## src/rtl/laser_pulse_sequencer_if.sv

```systemverilog
// Host-side bundle for the laser pulse sequencer: frame input, timing configuration
// and the laser drive / status outputs.
interface laser_pulse_sequencer_if #(
   parameter int CNT_W   = 28,
   parameter int FRAME_W = 16
);
   logic               frame_sync;
   logic               enable;
   logic [1:0]         mode;
   logic [CNT_W-1:0]   dead_time;
   logic [CNT_W-1:0]   pulse_width;
   logic               clear_overrun;
   logic               laser_a;
   logic               laser_b;
   logic               color_sel;
   logic               busy;
   logic [FRAME_W-1:0] frame_count;
   logic               overrun;

   modport master (
      output frame_sync, enable, mode, dead_time, pulse_width, clear_overrun,
      input  laser_a, laser_b, color_sel, busy, frame_count, overrun
   );

   modport slave (
      input  frame_sync, enable, mode, dead_time, pulse_width, clear_overrun,
      output laser_a, laser_b, color_sel, busy, frame_count, overrun
   );
endinterface

```

## src/rtl/laser_pulse_sequencer.sv

```systemverilog
// Fires one programmable laser pulse per frame-sync rising edge after a programmable
// dead time, alternating or fixing the laser color, with frame counting and overrun status.
module laser_pulse_sequencer #(
   parameter int CNT_W   = 28,
   parameter int FRAME_W = 16
) (
   input  logic                   clock_in,
   input  logic                   reset_n,
   laser_pulse_sequencer_if.slave bus
);
   typedef enum logic [1:0] {
      ST_IDLE  = 2'd0,
      ST_DELAY = 2'd1,
      ST_PULSE = 2'd2
   } state_t;

   localparam logic [CNT_W-1:0]   TIMER_ZERO = {CNT_W{1'b0}};
   localparam logic [CNT_W-1:0]   TIMER_ONE  = {{(CNT_W-1){1'b0}}, 1'b1};
   localparam logic [FRAME_W-1:0] FRAME_ZERO = {FRAME_W{1'b0}};
   localparam logic [FRAME_W-1:0] FRAME_ONE  = {{(FRAME_W-1){1'b0}}, 1'b1};

   state_t             state_r;
   logic               sync_prev_r;
   logic [CNT_W-1:0]   timer_r;
   logic [CNT_W-1:0]   pulse_width_r;
   logic [1:0]         mode_r;
   logic               laser_a_r;
   logic               laser_b_r;
   logic               color_sel_r;
   logic               busy_r;
   logic [FRAME_W-1:0] frame_count_r;
   logic               overrun_r;

   logic               frame_edge_s;
   logic               accept_s;
   logic               drop_s;

   // Returns {laser_b, laser_a} for a pulse under the given mode and color.
   function automatic logic [1:0] laser_select(input logic [1:0] sel_mode, input logic color);
      logic [1:0] lasers;
      case (sel_mode)
         2'd0:    lasers = color ? 2'b10 : 2'b01;
         2'd1:    lasers = 2'b01;
         2'd2:    lasers = 2'b10;
         default: lasers = 2'b00;
      endcase
      return lasers;
   endfunction

   function automatic logic next_color(input logic [1:0] sel_mode, input logic color);
      return (sel_mode == 2'd0) ? ~color : color;
   endfunction

   // Frame edge classification: accepted when idle, dropped (overrun) when busy.
   always_comb begin
      frame_edge_s = bus.frame_sync & ~sync_prev_r;
      accept_s     = frame_edge_s & bus.enable & (state_r == ST_IDLE);
      drop_s       = frame_edge_s & bus.enable & (state_r != ST_IDLE);
   end

   // Sequencer FSM: configuration latch, dead/pulse timers, laser drive and frame count.
   always_ff @(posedge clock_in or negedge reset_n) begin
      if (!reset_n) begin
         state_r       <= ST_IDLE;
         sync_prev_r   <= 1'b0;
         timer_r       <= TIMER_ZERO;
         pulse_width_r <= TIMER_ZERO;
         mode_r        <= 2'd0;
         laser_a_r     <= 1'b0;
         laser_b_r     <= 1'b0;
         color_sel_r   <= 1'b0;
         busy_r        <= 1'b0;
         frame_count_r <= FRAME_ZERO;
      end else begin
         sync_prev_r <= bus.frame_sync;
         if (!bus.enable) begin
            // Abort: lasers off and back to idle; color and count are left untouched.
            state_r   <= ST_IDLE;
            busy_r    <= 1'b0;
            laser_a_r <= 1'b0;
            laser_b_r <= 1'b0;
         end else begin
            case (state_r)
               ST_IDLE: begin
                  if (accept_s) begin
                     frame_count_r <= frame_count_r + FRAME_ONE;
                     mode_r        <= bus.mode;
                     pulse_width_r <= bus.pulse_width;
                     if (bus.dead_time != TIMER_ZERO) begin
                        state_r <= ST_DELAY;
                        busy_r  <= 1'b1;
                        timer_r <= bus.dead_time;
                     end else if (bus.pulse_width != TIMER_ZERO) begin
                        state_r                <= ST_PULSE;
                        busy_r                 <= 1'b1;
                        timer_r                <= bus.pulse_width;
                        {laser_b_r, laser_a_r} <= laser_select(bus.mode, color_sel_r);
                     end else begin
                        color_sel_r <= next_color(bus.mode, color_sel_r);
                     end
                  end
               end
               ST_DELAY: begin
                  if (timer_r == TIMER_ONE) begin
                     if (pulse_width_r != TIMER_ZERO) begin
                        state_r                <= ST_PULSE;
                        timer_r                <= pulse_width_r;
                        {laser_b_r, laser_a_r} <= laser_select(mode_r, color_sel_r);
                     end else begin
                        state_r     <= ST_IDLE;
                        busy_r      <= 1'b0;
                        color_sel_r <= next_color(mode_r, color_sel_r);
                     end
                  end else begin
                     timer_r <= timer_r - TIMER_ONE;
                  end
               end
               ST_PULSE: begin
                  if (timer_r == TIMER_ONE) begin
                     state_r     <= ST_IDLE;
                     busy_r      <= 1'b0;
                     laser_a_r   <= 1'b0;
                     laser_b_r   <= 1'b0;
                     color_sel_r <= next_color(mode_r, color_sel_r);
                  end else begin
                     timer_r <= timer_r - TIMER_ONE;
                  end
               end
               default: begin
                  state_r   <= ST_IDLE;
                  busy_r    <= 1'b0;
                  laser_a_r <= 1'b0;
                  laser_b_r <= 1'b0;
               end
            endcase
         end
      end
   end

   // Sticky overrun flag; a new overrun outranks a simultaneous clear.
   always_ff @(posedge clock_in or negedge reset_n) begin
      if (!reset_n) begin
         overrun_r <= 1'b0;
      end else if (drop_s) begin
         overrun_r <= 1'b1;
      end else if (bus.clear_overrun) begin
         overrun_r <= 1'b0;
      end else begin
         overrun_r <= overrun_r;
      end
   end

   assign bus.laser_a     = laser_a_r;
   assign bus.laser_b     = laser_b_r;
   assign bus.color_sel   = color_sel_r;
   assign bus.busy        = busy_r;
   assign bus.frame_count = frame_count_r;
   assign bus.overrun     = overrun_r;
endmodule
```

## src/flat_wrapper.sv

```systemverilog
// flat-port wrapper written by rule: the top's interface ports become plain ports
module laser_pulse_sequencer_flat 
#(
   parameter int CNT_W   = 28,
   parameter int FRAME_W = 16
)
  (clock_in, reset_n, bus_frame_sync, bus_enable, bus_mode, bus_dead_time, bus_pulse_width, bus_clear_overrun, bus_laser_a, bus_laser_b, bus_color_sel, bus_busy, bus_frame_count, bus_overrun);
  laser_pulse_sequencer_if #(.CNT_W(CNT_W), .FRAME_W(FRAME_W)) bus_i ();
  input  logic clock_in;
  input  logic reset_n;
  input wire logic [$bits(bus_i.frame_sync)-1:0] bus_frame_sync;
  input wire logic [$bits(bus_i.enable)-1:0] bus_enable;
  input wire logic [$bits(bus_i.mode)-1:0] bus_mode;
  input wire logic [$bits(bus_i.dead_time)-1:0] bus_dead_time;
  input wire logic [$bits(bus_i.pulse_width)-1:0] bus_pulse_width;
  input wire logic [$bits(bus_i.clear_overrun)-1:0] bus_clear_overrun;
  output wire logic [$bits(bus_i.laser_a)-1:0] bus_laser_a;
  output wire logic [$bits(bus_i.laser_b)-1:0] bus_laser_b;
  output wire logic [$bits(bus_i.color_sel)-1:0] bus_color_sel;
  output wire logic [$bits(bus_i.busy)-1:0] bus_busy;
  output wire logic [$bits(bus_i.frame_count)-1:0] bus_frame_count;
  output wire logic [$bits(bus_i.overrun)-1:0] bus_overrun;
  assign bus_i.frame_sync = bus_frame_sync;
  assign bus_i.enable = bus_enable;
  assign bus_i.mode = bus_mode;
  assign bus_i.dead_time = bus_dead_time;
  assign bus_i.pulse_width = bus_pulse_width;
  assign bus_i.clear_overrun = bus_clear_overrun;
  assign bus_laser_a = bus_i.laser_a;
  assign bus_laser_b = bus_i.laser_b;
  assign bus_color_sel = bus_i.color_sel;
  assign bus_busy = bus_i.busy;
  assign bus_frame_count = bus_i.frame_count;
  assign bus_overrun = bus_i.overrun;
  laser_pulse_sequencer #(.CNT_W(CNT_W), .FRAME_W(FRAME_W)) u_core (.clock_in(clock_in), .reset_n(reset_n), .bus(bus_i));
endmodule
```

## config.mk

```make
export PLATFORM = sky130hd
export DESIGN_NAME = laser_pulse_sequencer_flat
export DESIGN_NICKNAME = d
export VERILOG_FILES = /design/src/rtl/laser_pulse_sequencer_if.sv /design/src/rtl/laser_pulse_sequencer.sv /design/src/flat_wrapper.sv
export SDC_FILE = /design/constraint.sdc
export NUM_CORES = 1
export LEC_CHECK = 0
export CAP_MARGIN = 25
export CORE_UTILIZATION = 30
export CTS_CLUSTER_DIAMETER = 200
export DETAILED_ROUTE_END_ITERATION = 7
export PLACE_DENSITY = 0.59
export SYNTH_ARGS = -nofsm -noshare
export SYNTH_HDL_FRONTEND = slang
export SYNTH_SLANG_ARGS = --single-unit
```

## constraint.sdc

```tcl
create_clock -name clock_in -period 2.9 [get_ports clock_in]
set_input_delay 0.58 -clock clock_in [delete_from_list [all_inputs] [get_ports clock_in]]
set_output_delay 0.58 -clock clock_in [all_outputs]
set_load 0.03 [all_outputs]
```

==> impl_metrics.env <==
export IMPL_die_h_um=130.8
export IMPL_maxSlewViolCount=0
export IMPL_period_share_pct=95.28
export IMPL_clk_latency_ns=0.35
export IMPL_p_leak_nw=2.827
export IMPL_gp_congestion=0.8720
export IMPL_dr_total_vias=5076
export IMPL_setup_viol_count_final=0
export IMPL_max_slew_margin_pct=59.00
export IMPL_ir_worst_vdd_mv=0.3817
export IMPL_diodes=0
export IMPL_grt_pass1_wl_um=27340
export IMPL_holdCritPathClass="in2async"
export IMPL_grt_pass1_vias=5032
export IMPL_drt_iter0_drc=505
export IMPL_post_place_ws_ns=-0.2118
export IMPL_fp_dieW_um=130.8
export IMPL_top_level_ports=84
export IMPL_layout_nets=762
export IMPL_worstPathRequired_ns=3.14
export IMPL_total_power_mw=6.407
export IMPL_num_rows=46
export IMPL_synthesis_nets=635
export IMPL_io_buffers=83
export IMPL_async_flop_share_pct=100.0
export IMPL_antenna_found_initial=0
export IMPL_globalRouteOverflowTotal=0
export IMPL_r2r_slack_ns=0.14
export IMPL_arrival_ns=3.00
export IMPL_wl_per_cell_um=18.57
export IMPL_drive_gt1_share_pct=14.92
export IMPL_start_util_pct=31.00
export IMPL_drtPass1Iterations=7
export IMPL_dpl_hpwl_um=12480
export IMPL_place_area_mm2=0.006405
export IMPL_layout_commonest_cell="nand2_1"
export IMPL_status="completed"
export IMPL_cp_max_fo=24
export IMPL_fill_cells=1549
export IMPL_wl_um=16960
export IMPL_drc=0
export IMPL_cts_tree="built"
export IMPL_critical_path_class="reg2reg"
export IMPL_cts_buffers=9
export IMPL_worst_pin_slew_ns=0.6094
export IMPL_post_route_util_pct=42.01
export IMPL_min_period_ns=2.763
export IMPL_root_buffer="clkbuf_16"
export IMPL_synth_seq_cells=82
export IMPL_clock_skew_ns=0.008464
export IMPL_crit_path_start_kind="register"
export IMPL_hold_slack_ns=0.1720
export IMPL_layout_common_cells="nand2_1, clkdlybuf4s50_1, dfrtp_1"
export IMPL_core_mm2=0.01606
export IMPL_cts_sinks=82
export IMPL_cp_end_kind="register"
export IMPL_syn_inst=565
export IMPL_synth_seq_area_share_pct=41.23
export IMPL_max_freq_ghz=0.3619
export IMPL_fin_ws_ns=0.1369
export IMPL_rsz0062_at_grt="no"
export IMPL_hold_viol=0
export IMPL_dieArea_mm2=0.01711
export IMPL_avgSynthCellArea_um2=8.809
export IMPL_synth_distinct_cells=65
export IMPL_ys_warn_count=0
export IMPL_synth_ff_type="dfrtp_1"
export IMPL_design_area_mm2=0.006746
export IMPL_grt_max_degree=54
export IMPL_routed_via_density=5.560
export IMPL_syn_area_mm2=0.004977
export IMPL_grt_usage_pct=21.25
export IMPL_htreeDepth=3
export IMPL_pwr_density_cell_mw_per_mm2=949.7
export IMPL_syn_to_final_growth_pct=35.55
export IMPL_clkTransAtPathRegs_ns=0.06
export IMPL_max_cap_viol_count=0
export IMPL_cts_buffer_depth=2
export IMPL_synth_edf_count=0
export IMPL_antenna_left=0
[timing repair]
| action | 4_1_cts | 5_1_grt |
|---|---|---|
| hold endpoints to repair | 0 | 0 |
| resized for setup | 0 | 1 |
| setup endpoints to repair | 0 | 1 |
| hold buffers | 0 | 0 |
| setup buffers | 0 | 0 |
[where the power goes]
part / internal (mW) / switching, mW / leakage [nW]
registers: 1.61 / 0.499 / 1.04
logic: 1.32 / 1.65 / 1.63
clock network: 0.847 / 0.489 / 0.161
[Yosys cell counts, drive strengths merged, types with 5 or more instances]
library cell,number,area share (%)
nor2,34,2.6
xor2,7,1.2
o311ai,6,1.1
a31o,7,1.2
nor4,28,3.8
nor3,17,1.7
xnor2,10,1.8
nand2,120,9.0
o31ai,19,3.0
ha,7,1.8
a31oi,7,0.88
nand3,9,0.90
a22o,6,1.1
inv,24,1.8
o21ai,26,2.6
nand4,8,1.0
or4,5,0.85
a221oi,10,1.8
buf,14,2.1
a32o,13,2.6
a211o,15,2.7
dfrtp,82,41
a21oi,8,1.0
o211ai,8,1.2
clkbuf,15,1.6
or3,10,1.4
[sequential cells by signal, summed over array words and instances (netlist names)]
register	flops
u_core.bus.laser_b	1
u_core.bus.color_sel	1
u_core.bus.overrun	1
u_core.timer_r	28
u_core.state_r	2
u_core.bus.busy	1
u_core.mode_r	2
u_core.bus.frame_count	16
u_core.pulse_width_r	28
u_core.sync_prev_r	1
u_core.bus.laser_a	1
[layout make-up]
cell class	instances	area, um2	area share [%]
Clock buffer	12	236.5	3.505
Clock inverter	4	98.84	1.465
Inverter	24	90.09	1.335
Multi-Input combinational cell	428	2645	39.21
Sequential cell	82	2052	30.42
Tap cell	216	270.3	4.006
Timing Repair Buffer	147	1354	20.07
[final timing paths]
path                                            start                         end  cells after the start
max in group asynchronous                     reset_n          u_core.timer_r[19]                      2
hold reg to reg            u_core.bus.frame_count[15]  u_core.bus.frame_count[15]                      1
hold / removal                                reset_n   u_core.bus.frame_count[3]                      1
min in group clock_in      u_core.bus.frame_count[15]  u_core.bus.frame_count[15]                      1
setup reg to reg                    u_core.timer_r[8]          u_core.timer_r[22]                      7
setup / recovery                    u_core.timer_r[8]          u_core.timer_r[22]                      7
[critical path, cell delays in order, from the launching register on]
cell and delay (ns):
dfrtp_1 0.45, nor4_1 0.47, nand4_1 0.38, or3_4 0.52, a21oi_4 0.18, buf_12 0.19
o311ai_0 0.16, a32o_1 0.29
[stage by stage]
stage | TNS [ns] | std cells
after floorplan | 0 | 565
after global placement | -6.572 | 896
after detailed placement | -3.168 | 897
after CTS | 0 | 913
after global routing | 0 | 913
final | 0 | 913
[kinds of logic (layout without fill, tap and decap cells)]
family / count (synthesis) / after routing / share of synthesized area, %
AO/OA/AOI/OAI: 153 / 153 / 23.86
XOR/XNOR: 17 / 17 / 2.991
adder cells (fa/ha/maj): 7 / 7 / 1.760
buffers and inverters: 55 / 187 / 5.883
flip-flops: 82 / 82 / 41.23
multiplexers: 3 / 3 / 0.6536
AND/OR/NAND/NOR: 248 / 248 / 23.63
[routing by layer]
| layer | global-route usage [%] | wire, um | vias to the layer above |
|---|---|---|---|
| li1 | - | - | 2360 |
| met1 | 29.41 | 7758 | 2463 |
| met2 | 32.28 | 7558 | 230 |
| met3 | 5.090 | 1284 | 23 |
| met4 | 7.302 | 357 | 0 |
| met5 | 0 | 0 | - |
Note: power is estimated with default switching activity, not from simulation.
